===== src/rtl/lp805x_prescgen_if.sv =====
// Bus bundle between the frequency scheduler (master) and the prescaler
// tick generator (slave): index request handshake plus tick/divided-clock outputs.
interface lp805x_prescgen_if;
    logic       enable;
    logic [2:0] index;
    logic       update;
    logic       tick;
    logic       div_out;
    logic [2:0] cur_index;
    logic       pending;
    logic       ack;

    modport master (
        output enable,
        output index,
        output update,
        input  tick,
        input  div_out,
        input  cur_index,
        input  pending,
        input  ack
    );

    modport slave (
        input  enable,
        input  index,
        input  update,
        output tick,
        output div_out,
        output cur_index,
        output pending,
        output ack
    );
endinterface


===== src/rtl/lp805x_prescgen.sv =====
// Prescaler tick generator: one-cycle tick every 2^(7-index) enabled cycles plus a
// toggling divided clock; index changes are deferred to the next period boundary.
module lp805x_prescgen #(
    parameter int CNT_W = 7
) (
    input  logic                clk,
    input  logic                rst,
    lp805x_prescgen_if.slave    bus
);

    typedef enum logic [1:0] {
        ST_IDLE   = 2'd0,
        ST_RUN    = 2'd1,
        ST_SWITCH = 2'd2
    } state_t;

    localparam logic [CNT_W-1:0] CNT_ZERO = {CNT_W{1'b0}};
    localparam logic [CNT_W-1:0] CNT_ONE  = {{(CNT_W-1){1'b0}}, 1'b1};
    localparam logic [CNT_W:0]   PER_ONE  = {{CNT_W{1'b0}}, 1'b1};

    logic [CNT_W-1:0] cnt_q, cnt_d;
    logic             tick_q, tick_d;
    logic             div_out_q, div_out_d;
    logic [2:0]       cur_index_q, cur_index_d;
    logic             pending_q, pending_d;
    logic [2:0]       pend_idx_q, pend_idx_d;
    logic             ack_q, ack_d;

    state_t           state_s;
    logic [CNT_W:0]   period_s;
    logic [CNT_W:0]   period_m1_s;
    logic             term_s;

    // One extra bit keeps P=128 representable before taking P-1 in CNT_W bits.
    assign period_s    = PER_ONE << (3'd7 - cur_index_q);
    assign period_m1_s = period_s - PER_ONE;
    assign term_s      = (cnt_q == period_m1_s[CNT_W-1:0]);

    // Operating mode decoded from enable and the pending-request flag.
    always_comb begin
        state_s = ST_IDLE;
        if (!bus.enable) begin
            state_s = ST_IDLE;
        end else if (pending_q) begin
            state_s = ST_SWITCH;
        end else begin
            state_s = ST_RUN;
        end
    end

    // Next-state logic for counter, tick, divided clock and index handshake.
    always_comb begin
        cnt_d       = cnt_q;
        tick_d      = 1'b0;
        div_out_d   = div_out_q;
        cur_index_d = cur_index_q;
        pending_d   = pending_q;
        pend_idx_d  = pend_idx_q;
        ack_d       = 1'b0;
        case (state_s)
            ST_IDLE: begin
                // No period in flight that could be truncated, so apply at once.
                if (bus.update) begin
                    cur_index_d = bus.index;
                    cnt_d       = CNT_ZERO;
                    pending_d   = 1'b0;
                    ack_d       = 1'b1;
                end else begin
                    cnt_d = cnt_q;
                end
            end
            ST_RUN, ST_SWITCH: begin
                if (term_s) begin
                    cnt_d     = CNT_ZERO;
                    tick_d    = 1'b1;
                    div_out_d = ~div_out_q;
                    if (bus.update) begin
                        cur_index_d = bus.index;
                        pending_d   = 1'b0;
                        ack_d       = 1'b1;
                    end else if (state_s == ST_SWITCH) begin
                        cur_index_d = pend_idx_q;
                        pending_d   = 1'b0;
                        ack_d       = 1'b1;
                    end else begin
                        cur_index_d = cur_index_q;
                    end
                end else begin
                    cnt_d = cnt_q + CNT_ONE;
                    // Last request wins; it is held until the period boundary.
                    if (bus.update) begin
                        pend_idx_d = bus.index;
                        pending_d  = 1'b1;
                    end else begin
                        pend_idx_d = pend_idx_q;
                    end
                end
            end
            default: begin
                cnt_d     = CNT_ZERO;
                pending_d = 1'b0;
            end
        endcase
    end

    // State registers with synchronous reset taking priority over all inputs.
    always_ff @(posedge clk) begin
        if (rst) begin
            cnt_q       <= CNT_ZERO;
            tick_q      <= 1'b0;
            div_out_q   <= 1'b0;
            cur_index_q <= 3'd0;
            pending_q   <= 1'b0;
            pend_idx_q  <= 3'd0;
            ack_q       <= 1'b0;
        end else begin
            cnt_q       <= cnt_d;
            tick_q      <= tick_d;
            div_out_q   <= div_out_d;
            cur_index_q <= cur_index_d;
            pending_q   <= pending_d;
            pend_idx_q  <= pend_idx_d;
            ack_q       <= ack_d;
        end
    end

    assign bus.tick      = tick_q;
    assign bus.div_out   = div_out_q;
    assign bus.cur_index = cur_index_q;
    assign bus.pending   = pending_q;
    assign bus.ack       = ack_q;

endmodule

===== src/flat_wrapper.sv =====
// flat-port wrapper written by rule: the top's interface ports become plain ports
module lp805x_prescgen_flat 
#(
    parameter int CNT_W = 7
)
  (clk, rst, bus_enable, bus_index, bus_update, bus_tick, bus_div_out, bus_cur_index, bus_pending, bus_ack);
  lp805x_prescgen_if bus_i ();
  input  logic clk;
  input  logic rst;
  input wire logic [$bits(bus_i.enable)-1:0] bus_enable;
  input wire logic [$bits(bus_i.index)-1:0] bus_index;
  input wire logic [$bits(bus_i.update)-1:0] bus_update;
  output wire logic [$bits(bus_i.tick)-1:0] bus_tick;
  output wire logic [$bits(bus_i.div_out)-1:0] bus_div_out;
  output wire logic [$bits(bus_i.cur_index)-1:0] bus_cur_index;
  output wire logic [$bits(bus_i.pending)-1:0] bus_pending;
  output wire logic [$bits(bus_i.ack)-1:0] bus_ack;
  assign bus_i.enable = bus_enable;
  assign bus_i.index = bus_index;
  assign bus_i.update = bus_update;
  assign bus_tick = bus_i.tick;
  assign bus_div_out = bus_i.div_out;
  assign bus_cur_index = bus_i.cur_index;
  assign bus_pending = bus_i.pending;
  assign bus_ack = bus_i.ack;
  lp805x_prescgen #(.CNT_W(CNT_W)) u_core (.clk(clk), .rst(rst), .bus(bus_i));
endmodule

===== config.mk =====
export PLATFORM = sky130hd
export DESIGN_NAME = lp805x_prescgen_flat
export DESIGN_NICKNAME = d
export VERILOG_FILES = /design/src/rtl/lp805x_prescgen_if.sv /design/src/rtl/lp805x_prescgen.sv /design/src/flat_wrapper.sv
export SDC_FILE = /design/constraint.sdc
export NUM_CORES = 1
export LEC_CHECK = 0
export ABC_AREA = 1
export BUFFER_PORTS_ARGS = -buffer_cell sky130_fd_sc_hd__buf_2
export CORE_MARGIN = 8
export CORE_UTILIZATION = 56
export DETAILED_ROUTE_END_ITERATION = 12
export PLACE_DENSITY_LB_ADDON = 0.08
export SLEW_MARGIN = 20
export SYNTH_ARGS = -nofsm -noshare
export SYNTH_HDL_FRONTEND = slang
export SYNTH_SLANG_ARGS = --single-unit

===== constraint.sdc =====
create_clock -name clk -period 2.6 [get_ports clk]
set_clock_uncertainty 0.1 [all_clocks]
set_input_delay 0.39 -clock clk [delete_from_list [all_inputs] [get_ports clk]]
set_output_delay 0.39 -clock clk [all_outputs]
set_load 0.1 [all_outputs]

==> impl_metrics.ini, run 1 <==
[worst_hold_path]
hp-class = in2reg
whs_path_depth = 3
hold_start = bus_index[1]
min_to = u_core.pend_idx_q[1]

[timing]
setup_violations = 0
worst_slew_pin_slew_ns = 0.4963
max_slew_margin_pct = 67.14
layout_min_cycle_time_ns = 2.196
finalCritPeriodShare_pct = 84.48
fmax_mhz = 455.3
tns_ns = 0
setup_slack_ns = 0.4036
timing_max_transition_violations_final = 0
hold_violations = 0
rsz0062_at_grt = false

[yosys]
synth_async_sr_flop_share_pct = 0
synth_ff_type = dfxtp_1
avgSynthCellArea_sq_um = 6.819
netlist_area_sq_um = 1091
synth_edf_count = 0
synth_top_area_share_pct = 31.19
synth_area_leaders = dfxtp_1 (31%), nand2_1 (14%), nor2_1 (8.6%), inv_1 (6.5%), xor2_1 (4.8%)
syn_nets = 170
yosys.cell_count.top_type = nand2_1
synth_seq_cells = 17
yosysUniqueCellTypes = 26
syn_inst = 160
yosys_warnings = 0
synth_common_cells = nand2_1 (42), nor2_1 (25), inv_1 (19)
synth_area_leader_cell = dfxtp_1
yosysSeqAreaShare_pct = 31.19

[setup_path]
timing.rr.start = u_core.bus.cur_index[2]
cp_max_fo = 9
cp-start-kind = register
r2r_cells = 14
worstSetupEndpointType = register
worst-setup-path-type = reg2reg
path_cells = nand3_2 -> ha_1 -> inv_1 -> nand2_1 -> nand2_1 -> nor2_1 -> nand3_1 -> nor2_2 -> nand3_4 -> nand2_4 -> nand2_4 -> nand2_1 -> nand2_1 -> nor2_1
crit_required_ns = 2.72
crit_slowest_cell = dfxtp_1
cp_data_arrival_time_ns = 2.32
cp_slowest_stage_delay_ns = 0.56
rrSetupSlack_ns = 0.40
crit_top_cell = nand2_1
r2r-end = u_core.bus.cur_index[1]

[clock_network]
htreeDepth = 1
cts_made_buffers = 3
cts_tree = done
post_cts_buffers = 0
hold_buffers = 0
cts.repair.resized = 0
ctsLongestPathBuffers = 2
clock-root-buffer = clkbuf_4
clock_latency_ns = 0.29
clock-sinks = 17
clkTransAtPathRegs_ns = 0.10

[grt]
grt_use_total_pct = 13.41
grt_pass1_wl_microns = 3753
grt_overflow = 0
antenna_found_initial = 0
grt_max_degree = 11
grt_pass1_vias = 908

[finish]
fillers = 191
fin_nets = 185
final_cells = 201
seq_area_sq_um = 342.8
fin_util_pct = 62.57
drive_gt1_share_pct = 21.84
diodes = 0
multi_input_area_sq_um = 626.9
post-route-cell-area_sq_um = 1190
area_growth_pct = 9.060

[placed_design]
portBuffers = 13
place_inst = 197
dpl_worst_slack_ns = 0.4482
placedInstanceArea_sq_um = 1162
place.gp.congestion = 0.7958
hpwl_microns = 1679

[detailed_routing]
dr.pass1.iters = 4
route.detailed.drc = 0
wl_per_cell_microns = 10.67
num_vias = 968
routed_wl_microns = 2145
drt_iter0_markers = 25
ant_nets = 0
vias_per_cell = 4.816

[run]
drv_cap = 0

[die]
rows = 16
io_pins = 14
die_height_microns = 60.14
fp.dieW_microns = 60.14
start_util_pct = 57.37
core_sq_um = 1902
dieArea_sq_um = 3617

[power_and_ir_drop]
p_leak_nw = 0.5604
powerDensity_nw_per_um2 = 515.7
vdd_ir_drop_max_mv = 0.3690

[outcome]
status = completed
[cell type report]
cell class	instances	area share [%]
Tap cell	27	2.839
Inverter	22	7.886
Clock buffer	3	1.893
Multi-Input combinational cell	118	52.68
Clock inverter	1	0.4206
Sequential cell	17	28.81
Timing Repair Buffer	13	5.468
[worst max-delay path by stage]
stage / slack (ns) / to / depth (start not counted) / start
2_1_floorplan: 0.002 / u_core.cnt_q[2] / 14 / u_core.bus.cur_index[2]
6_report: 0.40 / u_core.bus.cur_index[1] / 14 / u_core.bus.cur_index[2]
3_3_place_gp: 0.55 / u_core.cnt_q[2] / 13 / u_core.bus.cur_index[2]
5_1_grt: 0.24 / u_core.bus.cur_index[1] / 14 / u_core.bus.cur_index[2]
3_5_place_dp: 0.45 / u_core.cnt_q[2] / 13 / u_core.bus.cur_index[2]
4_1_cts: 0.41 / u_core.bus.cur_index[1] / 14 / u_core.bus.cur_index[2]
[layout by cell type, fill, tap and decap left out, drive strengths merged]
cell / Yosys / routed
buf: 3 / 13
nor4: 1 / 1
clkbuf: 0 / 3
dfxtp: 17 / 17
o21a: 1 / 1
a21oi: 4 / 4
clkinv: 1 / 2
nand2: 49 / 49
or2: 1 / 1
ha: 3 / 3
o21bai: 1 / 1
inv: 21 / 21
nand3: 11 / 11
nand4: 4 / 4
nor2: 29 / 29
xor2: 6 / 6
nor3: 3 / 3
o21ai: 5 / 5
[sequential cells by signal, indices dropped and copies added (netlist names)]
register              cells
u_core.cnt_q              7
u_core.bus.cur_index      3
u_core.bus.div_out        1
u_core.pend_idx_q         3
u_core.bus.tick           1
u_core.bus.ack            1
u_core.bus.pending        1
[power by group]
part | internal (mW) | switching, mW | leakage (nW)
logic | 0.0499 | 0.131 | 0.403
registers | 0.274 | 0.0204 | 0.139
clock network | 0.0571 | 0.0815 | 0.0177
total | 0.381 | 0.233 | 0.560
[per-stage QoR]
step / hold WS [ns] / power (mW)
finish: 0.2341 / 0.6136
global route: 0.2137 / 0.6561
CTS: 0.2278 / 0.6192
detailed placement: 0.3898 / 0.4804
global placement: 0.3936 / 0.4768
floorplan: 0.3591 / 0.4544
[routing by layer]
layer,vias up,routed length (microns),track usage (%)
li1,528,-,-
met1,416,1061,16.77
met2,20,996,21.80
met3,4,64,2.581
met4,0,23,5.102
met5,-,0,0
[worst max-delay path: cells and delay by family, from the launching register on]
| family | cells | cell delay [ns] |
|---|---|---|
| fa+ha+maj | 1 | 0.32 |
| simple gates | 12 | 1.09 |
| flops | 1 | 0.56 |
| buf+inv | 1 | 0.04 |
[cell families after synthesis]
logic type               synth area share, %
flip-flops                             31.19
buffers and inverters                  11.35
AND/OR/NAND/NOR                        43.35
AO/OA/AOI/OAI                          5.849
adder cells (fa/ha/maj)                3.441
XOR/XNOR                               4.816
(Power assumes the default switching activity.)
==> run 2: changes to the inputs <==
- clock period: 2.6 -> 2.12 ns (I/O delays scaled with it)
==> run 2 against run 1 <==
  * First-iteration DRC count fell by 36%
  * Final cell count rose by 3.0%
  * Worst hold slack got worse by 0.096 ns
  * Register-to-register slack got worse by 0.24 ns
  * Utilization rose by 4.7 points
  * Setup slack got worse by 0.24 ns
==> impl_metrics.ini, run 2 (same netlist as run 1, synthesis figures left out) <==
[placed_design]
placedInstanceArea_sq_um = 1215
place_inst = 198
hpwl_microns = 1712
dpl_worst_slack_ns = 0.09771
portBuffers = 13
place.gp.congestion = 0.7974

[timing]
finalCritPeriodShare_pct = 92.50
setup_violations = 0
max_slew_margin_pct = 67.48
hold_violations = 0
setup_slack_ns = 0.1589
rsz0062_at_grt = false
fmax_mhz = 509.9
worst_hold_slack_ns = 0.1383
tns_ns = 0
timing_max_transition_violations_final = 0
worst_slew_pin_slew_ns = 0.4911
layout_min_cycle_time_ns = 1.961

[setup_path]
worst-setup-path-type = reg2reg
crit_buf_inv = 1
path_cells = nand3_4 -> ha_4 -> inv_1 -> nand2_1 -> nand2_1 -> nor2_1 -> nand3_1 -> nor2_2 -> nand3_4 -> nand2_4 -> nand2_2 -> nand2_2 -> nor2_1
crit_required_ns = 2.22
cp_top_family = simple AND/OR/NAND/NOR gates
cp_slowest_stage_delay_ns = 0.45
cp-start-kind = register
crit_slowest_cell = dfxtp_4
worstSetupEndpointType = register
cp_max_fo = 7
cp_data_arrival_time_ns = 2.06

[clock_network]
ctsLongestPathBuffers = 2
cts_made_buffers = 3
htreeDepth = 1
clkTransAtPathRegs_ns = 0.10
clock_latency_ns = 0.30
cts_tree = done
hold_buffers = 0
clock-sinks = 17
clock-root-buffer = clkbuf_4

[grt]
grt_use_total_pct = 13.43
grt_overflow = 0
grt_pass1_wl_microns = 3760
antenna_found_initial = 0
grt_pass1_vias = 930
grt_max_degree = 10

[finish]
largest_reg_flops = 7
seq_area_sq_um = 352.8
layout_commonest_cell = nand2_1
fin_nets = 191
layout_common_cells = nand2_1 (41), nor2_1 (25), inv_1 (18), buf_2 (13), dfxtp_1 (13)
area_growth_pct = 17.20
regMostFlops = u_core.cnt_q
fin_util_pct = 67.24
drive_gt1_share_pct = 27.22
multi_input_area_sq_um = 661.9
final_cells = 207
fillers = 176
diodes = 0
post-route-cell-area_sq_um = 1279

[power_and_ir_drop]
power.total_mw = 0.7843
powerDensity_nw_per_um2 = 613.4
vdd_ir_drop_max_mv = 0.5493
p_leak_nw = 0.5928

[detailed_routing]
ant_nets = 0
num_vias = 1004
wl_met2_microns = 1113
vias_per_cell = 4.850
dr.pass1.iters = 4
routed_wl_microns = 2209
drt_iter0_markers = 16
route.detailed.drc = 0
wl_met1_microns = 1021
wl_per_cell_microns = 10.67
highest_layer = met4
wl_met3_microns = 47

[worst_hold_path]
hp-class = in2reg

[run]
drv_cap = 0

[die]
start_util_pct = 57.37
rows = 16
die_height_microns = 60.14
core_sq_um = 1902
fp.dieW_microns = 60.14
io_pins = 14
dieArea_sq_um = 3617

[outcome]
status = completed
[run 2: cell types whose count changed in the layout (fill, tap and decap cells not counted), sizes merged]
cell / previous run / this run
clkinv: 2 / 1
buf: 13 / 19
clkbuf: 3 / 4
[run 2: per-layer routing]
| metal | vias up | GRT usage (%) |
|---|---|---|
| met5 | - | 0 |
| met4 | 0 | 6.803 |
| met3 | 4 | 2.796 |
| met2 | 16 | 22.26 |
| met1 | 449 | 15.71 |
| li1 | 535 | - |
[run 2: repair_timing]
| item | CTS | global route |
|---|---|---|
| hold endpoints to repair | 0 | 0 |
| setup endpoints to repair | 0 | 10 |
| setup buffers | 0 | 5 |
| resized for setup | 0 | 1 |
[run 2: path summary, 6_finish.rpt]
path | startpoint | end | slack [ns] | cells after the start
min | rst | u_core.bus.pending | 0.14 | 2
max reg2reg | u_core.bus.cur_index[1] | u_core.cnt_q[6] | 0.16 | 13
min reg2reg | u_core.bus.div_out | u_core.bus.div_out | 0.41 | 2
max | u_core.bus.cur_index[1] | u_core.cnt_q[6] | 0.16 | 13
[run 2: report_power, final]
group | internal (mW) | switching (mW) | total [mW]
combinational | 0.0769 | 0.172 | 0.249
clock | 0.0734 | 0.103 | 0.176
sequential | 0.336 | 0.0231 | 0.360
total | 0.487 | 0.298 | 0.784
[run 2: layout make-up]
type,count,area share (%)
tap,27,2.642
timing repair buffer,19,8.611
multi-input combinational,118,51.76
inverter,22,7.339
clock buffer,4,2.055
sequential,17,27.59
